[src/rtl/router_pkt_reg_pkg.sv]
// Shared constants for the router packet register: default byte width and
// the header address field layout.
package router_pkg;
  localparam int DATA_WIDTH_DEF = 8;
  localparam int ADDR_W = 2;
  localparam logic [ADDR_W-1:0] ADDR_INVALID = 2'b11;
endpackage

[src/rtl/router_pkt_reg_parity_acc.sv]
// Running XOR accumulator over the bytes of one packet.
// Only built when ROUTER_PARITY_CHECK_EN is defined.
module router_parity_acc #(
  parameter int DATA_WIDTH = 8
) (
  input  logic                  clock,
  input  logic                  reset,
  input  logic                  clear_i,
  input  logic                  enable_i,
  input  logic [DATA_WIDTH-1:0] byte_i,
  output logic [DATA_WIDTH-1:0] parity_o
);
  logic [DATA_WIDTH-1:0] parity_q, parity_d;

  always_comb begin
    parity_d = parity_q;
    if (clear_i)       parity_d = '0;
    else if (enable_i) parity_d = parity_q ^ byte_i;
  end

  always_ff @(posedge clock or posedge reset) begin
    if (reset) parity_q <= '0;
    else       parity_q <= parity_d;
  end

  assign parity_o = parity_q;
endmodule

[src/rtl/router_pkt_reg.sv]
// Router packet register: header/hold/output byte staging and parity tracking.
// ROUTER_PARITY_CHECK_EN builds the internal parity accumulator and err; otherwise err is 0.
module router_pkt_reg
  import router_pkg::*;
#(
  parameter int DATA_WIDTH = DATA_WIDTH_DEF
) (
  input  logic                  clock,
  input  logic                  reset,
  input  logic [DATA_WIDTH-1:0] data_in,
  input  logic                  pkt_valid,
  input  logic                  fifo_full,
  input  logic                  detect_add,
  input  logic                  lfd_state,
  input  logic                  ld_state,
  input  logic                  laf_state,
  input  logic                  full_state,
  input  logic                  rst_int_reg,
  output logic [DATA_WIDTH-1:0] dout,
  output logic                  parity_done,
  output logic                  low_packet_valid,
  output logic                  err
);
  logic [DATA_WIDTH-1:0] dout_q, dout_d;
  logic [DATA_WIDTH-1:0] header_q, header_d;
  logic [DATA_WIDTH-1:0] hold_q, hold_d;
  logic [DATA_WIDTH-1:0] pkt_par_q, pkt_par_d;
  logic                  parity_done_q, parity_done_d;
  logic                  lpv_q, lpv_d;
  logic                  parity_set;

  always_comb begin
    parity_set = (ld_state & ~fifo_full & ~pkt_valid) |
                 (laf_state & lpv_q & ~parity_done_q);

    header_d = header_q;
    if (detect_add && pkt_valid && (data_in[ADDR_W-1:0] != ADDR_INVALID))
      header_d = data_in;

    dout_d = dout_q;
    if (lfd_state)                   dout_d = header_q;
    else if (ld_state && !fifo_full) dout_d = data_in;
    else if (laf_state)              dout_d = hold_q;

    hold_d = hold_q;
    if (ld_state && fifo_full) hold_d = data_in;

    pkt_par_d = parity_set ? data_in : pkt_par_q;

    parity_done_d = parity_done_q;
    if (parity_set)      parity_done_d = 1'b1;
    else if (detect_add) parity_done_d = 1'b0;

    lpv_d = lpv_q;
    if (ld_state && !pkt_valid) lpv_d = 1'b1;
    else if (rst_int_reg)       lpv_d = 1'b0;
  end

  always_ff @(posedge clock or posedge reset) begin
    if (reset) begin
      dout_q        <= '0;
      header_q      <= '0;
      hold_q        <= '0;
      pkt_par_q     <= '0;
      parity_done_q <= 1'b0;
      lpv_q         <= 1'b0;
    end else begin
      dout_q        <= dout_d;
      header_q      <= header_d;
      hold_q        <= hold_d;
      pkt_par_q     <= pkt_par_d;
      parity_done_q <= parity_done_d;
      lpv_q         <= lpv_d;
    end
  end

`ifdef ROUTER_PARITY_CHECK_EN
  logic [DATA_WIDTH-1:0] int_par;
  logic                  err_q, err_d;

  // Header comes from the register on lfd; payload bytes come straight off data_in.
  router_parity_acc #(.DATA_WIDTH(DATA_WIDTH)) u_parity_acc (
    .clock    (clock),
    .reset    (reset),
    .clear_i  (detect_add),
    .enable_i (lfd_state | (ld_state & pkt_valid & ~full_state)),
    .byte_i   (lfd_state ? header_q : data_in),
    .parity_o (int_par)
  );

  always_comb begin
    err_d = err_q;
    if (rst_int_reg && parity_done_q) err_d = (int_par != pkt_par_q);
    else if (detect_add)              err_d = 1'b0;
  end

  always_ff @(posedge clock or posedge reset) begin
    if (reset) err_q <= 1'b0;
    else       err_q <= err_d;
  end

  assign err = err_q;
`else
  logic unused_full_state;
  assign unused_full_state = full_state;
  assign err = 1'b0;
`endif

  assign dout             = dout_q;
  assign parity_done      = parity_done_q;
  assign low_packet_valid = lpv_q;
endmodule
[config.mk]
export PLATFORM = sky130hd
export DESIGN_NAME = router_pkt_reg
export DESIGN_NICKNAME = d
export VERILOG_FILES = /design/src/rtl/router_pkt_reg_pkg.sv /design/src/rtl/router_pkt_reg_parity_acc.sv /design/src/rtl/router_pkt_reg.sv
export SDC_FILE = /design/constraint.sdc
export NUM_CORES = 1
export LEC_CHECK = 0
export CAP_MARGIN = 20
export CELL_PAD_IN_SITES_DETAIL_PLACEMENT = 0
export CELL_PAD_IN_SITES_GLOBAL_PLACEMENT = 1
export CORE_AREA = 2 2 63 65
export DETAILED_ROUTE_END_ITERATION = 8
export DIE_AREA = 0 0 65 67
export PLACE_DENSITY_LB_ADDON = 0.1
export SYNTH_ARGS = -nofsm -noshare
export SYNTH_HDL_FRONTEND = slang
export SYNTH_SLANG_ARGS = --single-unit
[constraint.sdc]
create_clock -name clock -period 0.8 [get_ports clock]
set_input_delay 0.2 -clock clock [delete_from_list [all_inputs] [get_ports clock]]
set_output_delay 0.2 -clock clock [all_outputs]
set_load 0.1 [all_outputs]
# After elaboration in Yosys (flattened, before gate mapping)
# Index checks and enable logic that the tools add are counted.
[op_classes] n_eq_ne=1 mux=7 n_bitwise=8 reduce_logical=10
[op_table] op="8-bit two-way mux" n=3
[op_table] op="1-bit logical AND" n=5
[op_table] op="1-bit AND" n=4
[op_table] op="1-bit two-way mux" n=4
[op_table] op="2-bit nonzero test" n=2
[op_table] op="1-bit NOT" n=3
[op_table] op="3-bit nonzero test" n=1
[op_table] op="1-bit logical NOT" n=2
[op_table] op="2-bit inequality test, second input constant" n=1
[op_table] op="1-bit bitwise OR" n=1
[totals] regBits=26 input_bits=18 out_inout_bits=11 elab_cells=31

# Logic depth before layout (Yosys ltp)
# Gate-level depths: netlist of run 1.
[depth] depth_word=5 ltp_mapped=4

# Least setup slack after synthesis of run 1
# Ideal clock, no wire load.
[synth_timing] kind="register to register" startpoint="register dout[7] (netlist name)" endpoint="register dout_q[7] (netlist: dout[7])" t_arrival_ps=1358 path_slack_ps=-653 stages_incl_launch_ff=4 path_cell_list="dfrtp_1 -> nor2b_1 -> a211oi_1 -> o31ai_1"
[synth_lines] element="end signal: assignment" line="router_pkt_reg.sv:68" source="dout_q <= dout_d;"
[synth_lines] element="end: declaration" line="router_pkt_reg.sv:24" source="logic [DATA_WIDTH-1:0] dout_q, dout_d;"

# Final worst setup path of run 1
[layout_timing] startpoint="register dout_q[2] (netlist: dout[2])" endpoint="output port dout[2]"
[layout_lines] element="end: declaration" line="router_pkt_reg.sv:19" source="output logic [DATA_WIDTH-1:0] dout,"
# No word-level cell between the ends.

==> out/results.ini, run 1 <==
[synthesis]
syn-num-nets = 121
synth-main-ff-cell = dfrtp_1
synth_cell_types = 22
synth_commonest_cells = dfrtp_1 (26), nor2_1 (10), nand2_1 (9)
ys_ff_latch = 26
synth_area_leaders = dfrtp_1 (54%), mux2_2 (7.5%), mux2_4 (7.5%)
yosysTopAreaCell = dfrtp_1
syn_avg_cell_area_um2 = 11.7
synth_edf_count = 0
ys_async_sr_fraction_pct = 100
yosysTopAreaCellShare_pct = 54.1
postSynthCellCount = 103
syn-cell-area_um2 = 1200
yosysWarnings = 0
synth_most_common_cell = dfrtp_1
ys_seq_area_share_pct = 54.1

[timing]
timing.hold.ws_ns = 0.241
finClkSkew_ns = 0.00158
finalCritPeriodShare_pct = 155
setup_viol = 20
layout_min_cycle_time_ns = 1.24
setup_slack_ns = -0.437
final-hold-violation-count = 0
rsz0062_at_grt = yes
drv_slew = 0
fmax_mhz = 808

[global_routing]
grt_pass1_wl_um = 4710
met3_usage_pct = 2.20
met1_usage_pct = 18.6
overflow = 0
busiest_layer = met2
grtUsageMet2_pct = 24.7
first_global_vias = 983
antenna_found_initial = 0
grt.total_usage_pct = 14.8
grt_start_max_net_pins = 27

[detailed_routing]
drtPass1Iterations = 4
via_count = 941
routedWlPerCell_um = 14.3
first_iter_violations = 28
post_drt_via_cell_ratio = 4.75
totalWireLength_um = 2830
drc = 0
ant_nets = 0

[worst_setup_path]
regToRegEndpoint = dout[4]$_DFFE_PP0P_
crit_chain = buf_6 -> buf_12
worstPathMaxFanout = 2
cp.arrival_ns = 1.04
rrSetupSlack_ns = -0.20
cp_slowest_stage_delay_ns = 0.49
reg2regPathDepth = 3
slowest_stage = dfrtp_4
required_ns = 0.60
end_kind = output port
criticalPathCategory = register to output port
cp-start-kind = register
r2r-start = dout[4]$_DFFE_PP0P_

[power]
vdd_drop_max_v = 0.00109
clkPwrFrac_pct = 19.1
powerDensity_nw_per_um2 = 2180
seqPwrFrac_pct = 38.3
p_comb_share_pct = 42.6
finalPower_w = 0.00449
p_leak_nw = 0.920
p_sw_share_pct = 34.8
p_int_w = 0.00293
power_switching_w = 0.00156

[clock_tree]
clk_latency_ns = 0.27
holdBufCountCts = 0
clk_pin_slew_ns = 0.09
cts_tree = yes
cts_buffers = 3
cts_buffer_depth = 2
htree_levels = 1
cts_sinks = 26
ctsRootBufferMaster = clkbuf_8

[cells_and_area]
drive_gt1_share_pct = 58.0
postLayoutCoreUtil_pct = 57.2
num-fill-cells = 308
antennaDiodeCount = 0
area_growth_pct = 71.3
fin_nets = 169

[min_path]
hp-class = primary input to async pin

[floorplan]
core_um2 = 3610
die_w_um = 65
initial_utilization_pct = 33.4
pin_count = 29
dieArea_um2 = 4360
chipHeight_um = 67
placementRows = 22

[run_status]
violations = negative setup slack
outcome = finished, violations left

[placement]
place_congestion = 0.735
io_buffers = 26
dp_hpwl_um = 1900

[run]
cap_violations = 0

[how the worst max path moves through the flow]
stage	start	to	slack, ns	depth (start not counted)
after global placement	ld_state	dout[6]$_DFFE_PP0P_	-0.95	4
after floorplan	dout[0]$_DFFE_PP0P_	dout[0]$_DFFE_PP0P_	-0.35	3
after global routing	dout[4]$_DFFE_PP0P_	dout[4]	-0.47	2
after CTS	dout[0]$_DFFE_PP0P_	dout[0]	-0.45	2
final	dout[2]$_DFFE_PP0P_	dout[2]	-0.44	2
after detailed placement	ld_state	dout[0]$_DFFE_PP0P_	-1.02	4
[stage by stage]
stage	instances	setup slack, ns	cell area, um2	TNS, ns
floorplan	103	-0.355	1270	-3.55
global placement	191	-0.948	1840	-20.16
detailed placement	191	-1.02	1840	-20.66
CTS	198	-0.448	2040	-6.11
global route	198	-0.472	2060	-6.59
finish	198	-0.437	2060	-5.82
[sequential cells by signal, summed over array words and instances, names as in the netlist]
register and count:
dout 8, header_q 8, hold_q 8, low_packet_valid 1, parity_done 1
[kinds of logic (layout without fill, tap and decap cells)]
group,Yosys count,in the layout,share of synthesized area [%]
compound gates,23,23,14.9
buf+inv,9,56,3.95
flops,26,26,54.1
mux,14,14,15.0
other cells,1,1,0.312
simple gates,30,30,11.9
[layer usage]
layer  wire (um)  up-vias  share of wire, %
met5           0        -                 0
met2        1430       17                51
met4          57        0               2.0
li1            -      452                 -
met1        1240      467                44
met3         101        5               3.6
[layout by cell type, fill, tap and decap left out, drive strengths merged]
cell	count
a21oi	1
clkdlybuf4s50	9
nand2b	1
dlygate4sd2	1
and2b	2
a21o	2
a211oi	8
o22a	2
dfrtp	26
nand2	10
conb	1
o22ai	1
nor2	10
o31ai	8
buf	36
mux2	14
o21ai	1
nor2b	7
inv	3
clkbuf	7
[cell type report]
| type | instances | area, um2 | area share [%] |
|---|---|---|---|
| Inverter | 3 | 11.3 | 0.546 |
| Timing Repair Buffer | 49 | 607 | 29.4 |
| Multi-Input combinational cell | 68 | 641 | 31.1 |
| Clock buffer | 4 | 55.1 | 2.67 |
| Sequential cell | 26 | 688 | 33.4 |
| Tap cell | 48 | 60.1 | 2.91 |
[what timing repair did]
item	CTS	global route
buffers inserted	3	1
gates resized for setup	50	11
pin swaps	7	7
setup endpoints to repair	36	33
[power by group through the flow]
stage	logic, W	clock network (W)	registers (W)
floorplan	0.000423	0	0.00230
global placement	0.00171	0	0.00172
detailed placement	0.00173	0	0.00173
CTS	0.00189	0.000896	0.00171
global route	0.00200	0.000960	0.00175
finish	0.00191	0.000859	0.00172
[worst max-delay path, delay by kind of cell (launching register included)]
kind	cells	cell delay [ns]
buf+inv	2	0.27
flops	1	0.49
Power figures use the tool's default switching activity.
==> inputs of run 2 (changes only) <==
--- a/config.mk
+++ b/config.mk
@@ -11,7 +11,7 @@
 export CORE_AREA = 2 2 63 65
 export DETAILED_ROUTE_END_ITERATION = 8
 export DIE_AREA = 0 0 65 67
-export PLACE_DENSITY_LB_ADDON = 0.1
+export PLACE_DENSITY = 0.72
 export SYNTH_ARGS = -nofsm -noshare
 export SYNTH_HDL_FRONTEND = slang
 export SYNTH_SLANG_ARGS = --single-unit
==> out/results.ini, run 2 (synthesis gave the netlist of run 1 again) <==
[worst_setup_path]
cp-start-kind = register  ; unchanged
cp.arrival_ns = 1.04  ; about the same
rrSetupSlack_ns = -0.29  ; was -0.20 ns
r2r-start = dout[1]$_DFFE_PP0P_  ; was dout[4]$_DFFE_PP0P_
reg2regPathDepth = 4  ; was 3
criticalPathCategory = register to output port  ; unchanged
end_kind = output port  ; unchanged
worstPathMaxFanout = 2  ; unchanged
required_ns = 0.60  ; about the same
regToRegEndpoint = dout[1]$_DFFE_PP0P_  ; was dout[4]$_DFFE_PP0P_

[floorplan]
core_um2 = 3610  ; unchanged
placementRows = 22  ; unchanged
pin_count = 29  ; unchanged
dieArea_um2 = 4360  ; unchanged
chipHeight_um = 67  ; unchanged
initial_utilization_pct = 33.4  ; unchanged
die_w_um = 65  ; unchanged

[power]
finalPower_w = 0.00443  ; was 0.00449 W
powerDensity_nw_per_um2 = 2190  ; was 2180 nW/um2
vdd_drop_max_v = 0.00114  ; was 0.00109 V
p_leak_nw = 0.895  ; was 0.920 nW

[timing]
rsz0062_at_grt = yes  ; unchanged
setup_slack_ns = -0.441  ; was -0.437 ns
final-hold-violation-count = 0  ; unchanged
finClkSkew_ns = 0.00115  ; was 0.00158 ns
timing.hold.ws_ns = 0.252  ; was 0.241 ns
setup_viol = 20  ; unchanged
drv_slew = 0  ; unchanged
fmax_mhz = 806  ; was 808 MHz
finalCritPeriodShare_pct = 155  ; about the same
layout_min_cycle_time_ns = 1.24  ; about the same

[cells_and_area]
final_cell_area_um2 = 2030  ; was 2060 um2
fin_nets = 167  ; was 169
postLayoutCoreUtil_pct = 56.2  ; was 57.2%
drive_gt1_share_pct = 58.1  ; was 58.0%
antennaDiodeCount = 0  ; unchanged
layout_commonest_cell = dfrtp_1  ; unchanged
area_growth_pct = 68.3  ; was 71.3%
most-common-layout-cells = dfrtp_1 (16), buf_12 (13), nor2_1 (10), dfrtp_4 (10), buf_6 (9)  ; was dfrtp_1 (16), buf_12 (14), buf_6 (14), mux2_4 (12)
num-fill-cells = 318  ; was 308

[clock_tree]
cts_sinks = 26  ; unchanged
clk_latency_ns = 0.27  ; about the same
htree_levels = 1  ; unchanged
cts_tree = yes  ; unchanged
clk_pin_slew_ns = 0.09  ; about the same
ctsRootBufferMaster = clkbuf_8  ; unchanged
cts_buffer_depth = 2  ; unchanged
cts_buffers = 3  ; unchanged

[detailed_routing]
via_count = 931  ; was 941
ant_nets = 0  ; unchanged
first_iter_violations = 10  ; was 28
drc = 0  ; unchanged
totalWireLength_um = 2910  ; was 2830 um
drtPass1Iterations = 4  ; unchanged
post_drt_via_cell_ratio = 4.75  ; about the same
routedWlPerCell_um = 14.8  ; was 14.3 um

[global_routing]
antenna_found_initial = 0  ; unchanged
grt_pass1_wl_um = 5110  ; was 4710 um
grt_start_max_net_pins = 27  ; unchanged
first_global_vias = 1032  ; was 983
overflow = 0  ; unchanged
grt.total_usage_pct = 15.9  ; was 14.8%

[placement]
place_congestion = 0.754  ; was 0.735
dp_hpwl_um = 1960  ; was 1900 um
place_area_um2 = 1820  ; was 1840 um2
io_buffers = 26  ; unchanged

[run]
cap_violations = 0  ; unchanged

[run_status]
outcome = finished, violations left  ; unchanged
violations = negative setup slack  ; unchanged

[min_path]
hold-path-endpoint = hold_q[0]$_DFFE_PP0P_
hp-start = data_in[0]
whs_path_depth = 2
hp-class = primary input to register  ; was primary input to async pin

[run 2: cell types whose count changed in the layout (fill, tap and decap cells not counted), moves of 2 or more]
cell | previous run | this run
buf_6 | 14 | 9
clkdlybuf4s15_2 | 0 | 3
mux2_4 | 12 | 6
buf_4 | 5 | 8
clkbuf_2 | 2 | 0
clkdlybuf4s50_1 | 9 | 7
mux2_2 | 2 | 8
[run 2: through the flow]
step                      TNS (ns)  setup slack (ns)  cells
after global routing         -6.60            -0.471    196
final                        -5.84            -0.441    196
after floorplan              -3.55            -0.355    103
after CTS                    -5.99            -0.448    195
after global placement      -17.27            -0.708    188
after detailed placement    -17.58            -0.724    188
[run 2: worst max path at each step]
stage	end	slack [ns]	from	cells after the start
global placement	dout[7]$_DFFE_PP0P_	-0.71	ld_state	5
finish	dout[0]	-0.44	dout[0]$_DFFE_PP0P_	2
CTS	dout[0]	-0.45	dout[0]$_DFFE_PP0P_	2
global route	dout[0]	-0.47	dout[0]$_DFFE_PP0P_	2
detailed placement	dout[4]$_DFFE_PP0P_	-0.72	ld_state	5
floorplan	dout[0]$_DFFE_PP0P_	-0.35	dout[0]$_DFFE_PP0P_	3
[run 2: layer usage]
| metal | track usage, % | up-vias | routed length [um] |
|---|---|---|---|
| met4 | 6.38 | 0 | 19 |
| li1 | - | 449 | - |
| met1 | 20.1 | 463 | 1300 |
| met2 | 27.4 | 17 | 1490 |
| met3 | 2.03 | 2 | 94 |
| met5 | 0 | - | 0 |
[run 2: final cells by class]
| class | instances | area [um2] | share of cell area [%] |
|---|---|---|---|
| clock buffer | 4 | 55.1 | 2.72 |
| inverter | 3 | 11.3 | 0.556 |
| timing repair buffer | 47 | 603 | 29.8 |
| tap | 48 | 60.1 | 2.96 |
| sequential | 26 | 688 | 34.0 |
| multi-input combinational | 68 | 608 | 30.0 |
[run 2: power by group]
group / total [W] / switching, W / internal [W]
registers: 0.00173 / 0.000154 / 0.00158
clock network: 0.000839 / 0.000399 / 0.000440
logic: 0.00187 / 0.000995 / 0.000872
[run 2: critical path, cell delays in order (launching register included)]
cell,delay [ns]
dfrtp_4,0.49
buf_6,0.12
buf_12,0.15
[run 2: what timing repair did]
item,4_1_cts,5_1_grt
gates resized for setup,38,11
setup buffers,2,1
hold buffers,0,0
gates cloned,1,0
setup endpoints to repair,36,24
pin swaps,5,6
